--- config.mk ---
export PLATFORM = sky130hd
export DESIGN_NAME = instruction_fetch
export DESIGN_NICKNAME = d
export VERILOG_FILES = /design/src/rtl/instruction_fetch.sv
export SDC_FILE = /design/constraint.sdc
export NUM_CORES = 1
export LEC_CHECK = 0
export BUFFER_PORTS_ARGS = -buffer_cell sky130_fd_sc_hd__buf_2
export CORE_MARGIN = 4
export CORE_UTILIZATION = 45
export DETAILED_ROUTE_END_ITERATION = 8
export GPL_ROUTABILITY_DRIVEN = 0
export GPL_TIMING_DRIVEN = 1
export PLACE_DENSITY_LB_ADDON = 0.05
export SLEW_MARGIN = 20
export SYNTH_ARGS = -nofsm -noshare
export SYNTH_HDL_FRONTEND = slang
export SYNTH_SLANG_ARGS = --single-unit
--- constraint.sdc ---
create_clock -name clk -period 6.6 [get_ports clk]
set_clock_uncertainty 0.05 [all_clocks]
set_input_delay 0.66 -clock clk [delete_from_list [all_inputs] [get_ports clk]]
set_output_delay 0.66 -clock clk [all_outputs]
set_load 0.03 [all_outputs]
--- src/rtl/instruction_fetch.sv ---
// instruction_fetch: PC register, single-outstanding imem request FSM and instruction register for decode.
// Define FETCH_PERF_CNT_EN to add fetch_count/stall_count performance counters.
module instruction_fetch #(
  parameter logic [31:0] RESET_PC = 32'h0000_0000,
  parameter int          PC_STEP  = 4
) (
  input  logic        clk,
  input  logic        rst,
  output logic        imem_req_valid,
  input  logic        imem_req_ready,
  output logic [31:0] imem_addr,
  input  logic        imem_rsp_valid,
  input  logic [31:0] imem_rsp_data,
  output logic        instr_valid,
  input  logic        instr_ready,
  output logic [31:0] instruction,
  output logic [31:0] instr_pc,
  input  logic        branch_taken,
  input  logic [15:0] branch_offset,
  input  logic        jump,
  input  logic [25:0] jump_target
`ifdef FETCH_PERF_CNT_EN
  ,
  output logic [31:0] fetch_count,
  output logic [31:0] stall_count
`endif
);
  typedef enum logic [1:0] {REQ, WAIT, VALID} state_t;
  state_t      state_q, state_d;
  logic [31:0] pc_q, pc_d, instr_q, instr_d, instr_pc_q, instr_pc_d;
  logic [31:0] seq, next_pc;
  logic        accept, capture;
  always_comb begin
    accept     = state_q == VALID && instr_ready;
    capture    = state_q == WAIT && imem_rsp_valid;
    seq        = instr_pc_q + 32'd4;
    next_pc    = jump ? {seq[31:28], jump_target, 2'b00}
               : branch_taken ? seq + {{14{branch_offset[15]}}, branch_offset, 2'b00}
               : instr_pc_q + 32'(PC_STEP);
    state_d    = (state_q == REQ && imem_req_ready) ? WAIT
               : capture ? VALID
               : accept ? REQ
               : state_q;
    pc_d       = accept ? next_pc : pc_q;
    instr_d    = capture ? imem_rsp_data : instr_q;
    instr_pc_d = capture ? pc_q : instr_pc_q;
  end
  always_ff @(posedge clk) begin
    if (rst) begin
      state_q    <= REQ;
      pc_q       <= RESET_PC;
      instr_q    <= '0;
      instr_pc_q <= '0;
    end else begin
      state_q    <= state_d;
      pc_q       <= pc_d;
      instr_q    <= instr_d;
      instr_pc_q <= instr_pc_d;
    end
  end
  // Request is suppressed while rst is high so nothing is issued in the reset cycle.
  assign imem_req_valid = state_q == REQ && !rst;
  assign imem_addr      = pc_q;
  assign instr_valid    = state_q == VALID;
  assign instruction    = instr_q;
  assign instr_pc       = instr_pc_q;
`ifdef FETCH_PERF_CNT_EN
  logic [31:0] fetch_count_q, fetch_count_d, stall_count_q, stall_count_d;
  always_comb begin
    fetch_count_d = fetch_count_q + {31'd0, accept};
    stall_count_d = stall_count_q + {31'd0, state_q == VALID && !instr_ready};
  end
  always_ff @(posedge clk) begin
    if (rst) begin
      fetch_count_q <= '0;
      stall_count_q <= '0;
    end else begin
      fetch_count_q <= fetch_count_d;
      stall_count_q <= stall_count_d;
    end
  end
  assign fetch_count = fetch_count_q;
  assign stall_count = stall_count_q;
`endif
endmodule

# Word level (Yosys, flattened, before mapping)
# Index checks and enable logic that the tools add are counted.
# classes
muxes,5
eq_ne,2
n_addsub,2
reduce_logical,9
# op_table
cell,count
two-way mux 32 bit,2
adder 32 x 3 -> 32 bit (second input constant),1
adder 32 bit,1
logical AND 1 bit,4
two-way mux 2 bit,2
nonzero test 3 bit,1
== test 2 x 1 -> 1 bit (second input constant),1
== test 2 bit (second input constant),1
zero test 2 bit,1
nonzero test 2 bit,1
OR reduction 2 bit,1
zero test 1 bit,1
two-way mux 1 bit,1
# totals
word_cells,23
reg_bits,98

# Logic depth before layout (Yosys ltp)
# depth
ltp_word,5
mapped_depth,16
mapped_depth_nobuf,15

# Worst setup path after synthesis
# Ideal clock, no wire load.
# synth_timing
kind,reg2reg
start,reg instr_pc_q[5] (netlist: instr_pc[5])
end,reg pc_q[31] (netlist: imem_addr[31])
arrival_ns,3.358
path_slack_ns,3.063
stages_incl_launch_ff,12
n_path_buf,0
setup_ns,0.129
cell_sequence,dfxtp_1 > nand4_2 > or4_4 > xnor2_1 > ha_1 > a21o_1 > a2111oi_0 > or3_1 > a31oi_1 > or3_1 > nand4_1 > o211ai_2
# synth_between
elab_chain_len,4
# synth_rtl
element,line_no,text
start: declaration,30,"logic [31:0] pc_q, pc_d, instr_q, instr_d, instr_pc_q, instr_pc_d;"
start signal: assignment,58,instr_pc_q <= instr_pc_d;
adder 32 x 3 -> 32 bit (*),"36, 39",
adder 32 bit,38,": branch_taken ? seq + {{14{branch_offset[15]}}, branch_offset, 2'b00}"
two-way mux 32 bit,38,
two-way mux 32 bit (*),37,"next_pc = jump ? {seq[31:28], jump_target, 2'b00}"
end signal: assignment,56,pc_q <= pc_d;
end: declaration,30,
# Mark *: on every way between the ends. The rest lies on a longest branch, timed or not.
# A chain may end at the register's enable or synchronous reset.

# Worst setup path in the final report
# layout_timing
start,reg instr_pc_q[4] (netlist: instr_pc[4])
end,reg pc_q[27] (netlist: imem_addr[27])
# layout_between
elab_chain_len,4
# layout_rtl
element,line_no
adder 32 x 3 -> 32 bit (*),"36, 39"
adder 32 bit,38
two-way mux 32 bit (*),38
two-way mux 32 bit (*),37
# Marked as above.

==> results.toml <==
[final_layout]
seqCellArea_sq_mm = 0.00196
fin_nets = 1099
n_fill_cell = 1339
instances_no_fill = 1160
layout-drive-gt1-share_pct = 21.2
multiInputGateArea_sq_mm = 0.00396
diodes = 0
design_area_sq_mm = 0.00742
area_growth_pct = 21.0
final_core_utilization_pct = 55.8
layout_common_cells = "buf_2, nand2_1, a21oi_1, dfxtp_1, nor2_1"
final_common_cell = "buf_2"

[timing]
whs_ns = 0.403
worst_slew_pin_slew_ns = 1.03
final_hold_viol_count = 0
tns_ns = 0
finalCritPeriodShare_pct = 59.7
post-route-min-period_ns = 3.94
fin_ws_ns = 2.66
grt_setup_unrepaired = "no"
slew_viol_final = 0
max_slew_margin_pct = 30.7
finalSetupViolations = 0
fmax_mhz = 254

[detailed_routing]
postRouteAntennaNets = 0
vias_per_cell = 5.67
dr.pass1.iters = 5
avgRoutedWirePerCell_microns = 17.7
vias = 6582
drtIter0Drc = 421
drc = 0
drt-total-wl_mm = 20.5

[run]
drv_cap = 0

[placement]
dp_slack_ns = 2.71
dp_hpwl_mm = 14.9
dpl-instance-area_sq_mm = 0.00715
port_buffers = 178
place_inst = 1145

[clocking]
cts_resized = 0
clk_path_buf_depth = 2
postCtsHoldBufs = 0
cts_buffers = 9
root_buffer = "clkbuf_16"
cts_tree = "yes"
cts_htree_levels = 3
clk_pin_slew_worst_paths_ns = 0.07
post_cts_buffers = 0
clock-sinks = 98
insertion_delay_ns = 0.36

[critical_path]
crit_type = "reg -> reg"
cp_max_fo = 7
startpoint_type = "flop"
end_kind = "flop"
crit_required_ns = 6.84
arrival_ns = 4.17

[synth]
synth_cell_types = 61
ys.flop_type = "dfxtp_1"
synth_nets = 945
avgSynthCellArea_sq_um = 7.43
syn_inst = 826
synthArstFlopShare_pct = 0
yosysSeqAreaShare_pct = 32.0
ys_ff_latch = 98
syn_area_sq_mm = 0.00614
synth_edf_count = 0
yosys_warnings = 0

[pwr]
p_leak_nw = 3.36
p_total_mw = 1.32
powerDensity_mw_per_mm2 = 177
ir_drop_mv = 0.126

[grt]
grt_pass1_vias = 6178
overflow = 0
antenna_found_initial = 1
grtUsageTotal_pct = 25.5
grt_max_degree = 58
grt_pass1_wl_mm = 32.5

[floorplan]
die-area_sq_mm = 0.0156
core-area_sq_mm = 0.0133
dieHeight_microns = 125
die_x_microns = 125
start_util_pct = 46.2
std_cell_rows = 42
ios = 179

[hold_path]
hold_class = "reg -> reg"

[outcome]
status = "complete, no violations"
## area by class of cell
cell class	instances	share of cell area, %
clock buffer	9	3.03
clock inverter	6	0.674
inverter	17	0.859
multi-input combinational	669	53.3
sequential	98	26.4
tap	176	2.97
timing repair buffer	185	12.7
## report_power, final
| group | internal, mW | switching (mW) | leakage (nW) | total (mW) |
|---|---|---|---|---|
| clock | 0.259 | 0.254 | 0.134 | 0.514 |
| combinational | 0.0646 | 0.128 | 2.44 | 0.192 |
| sequential | 0.603 | 0.00837 | 0.792 | 0.612 |
| total | 0.927 | 0.391 | 3.36 | 1.32 |
## cells in the mapped netlist (all sizes together), types with 4 or more instances
master	n	area share, %
nand2	175	11
a21oi	117	9.5
dfxtp	98	32
nor2	52	3.2
clkbuf	42	2.6
ha	37	7.5
o21ai	35	2.9
nor3	24	2.0
xnor2	23	3.3
nand3	22	1.8
a21o	20	2.4
xor2	20	2.9
inv	16	0.98
nand4	16	1.7
a211oi	12	1.5
o211ai	11	1.4
nand2b	9	0.92
mux2i	7	1.1
and3	6	0.61
a31oi	5	0.51
and4	5	0.71
o21a	5	0.61
o21bai	5	0.61
nor2b	4	0.41
o221ai	4	0.57
or3	4	0.41
## layer usage
| metal | routed length [microns] | global-route usage, % |
|---|---|---|
| met1 | 9050 | 34.3 |
| met2 | 9120 | 39.2 |
| met3 | 1860 | 7.50 |
| met4 | 496 | 8.06 |
| met5 | 9 | 0 |
## state kept, by name (all words and copies together) (netlist names)
signal       count
instruction     32
imem_addr       32
state_q          2
instr_pc        32
## critical path, stage by stage (launching register included)
cell     delay [ns]
dfxtp_1        0.47
nand4_2        0.19
or4_4          0.65
nor2_1         0.14
xnor2_1        0.12
inv_1          0.07
ha_1           0.40
or2_2          0.15
a21oi_1        0.07
or3_1          0.39
a31oi_1        0.55
o21ai_0        0.17
o311a_1        0.31
a21oi_1        0.14
## final timing paths
| kind | startpoint | cells after the start | endpoint | slack [ns] |
|---|---|---|---|---|
| max | instr_pc[4]$_SDFFE_PP0P_ | 13 | imem_addr[27]$_SDFFE_PP0P_ | 2.66 |
| max reg2reg | instr_pc[4]$_SDFFE_PP0P_ | 13 | imem_addr[27]$_SDFFE_PP0P_ | 2.66 |
| min reg2reg | instruction[8]$_SDFFE_PP0P_ | 2 | instruction[8]$_SDFFE_PP0P_ | 0.40 |
| min | instruction[8]$_SDFFE_PP0P_ | 2 | instruction[8]$_SDFFE_PP0P_ | 0.40 |
## logic make-up (layout without fill, tap and decap cells)
group | after synthesis | count (layout) | synth area share, %
compound gates | 251 | 251 | 25.3
xor+xnor | 43 | 43 | 6.14
fa+ha+maj | 38 | 38 | 7.87
buf+inv | 59 | 217 | 3.61
flops | 98 | 98 | 32.0
mux | 7 | 7 | 1.14
simple gates | 330 | 330 | 24.0
Power figures use the tool's default switching activity.
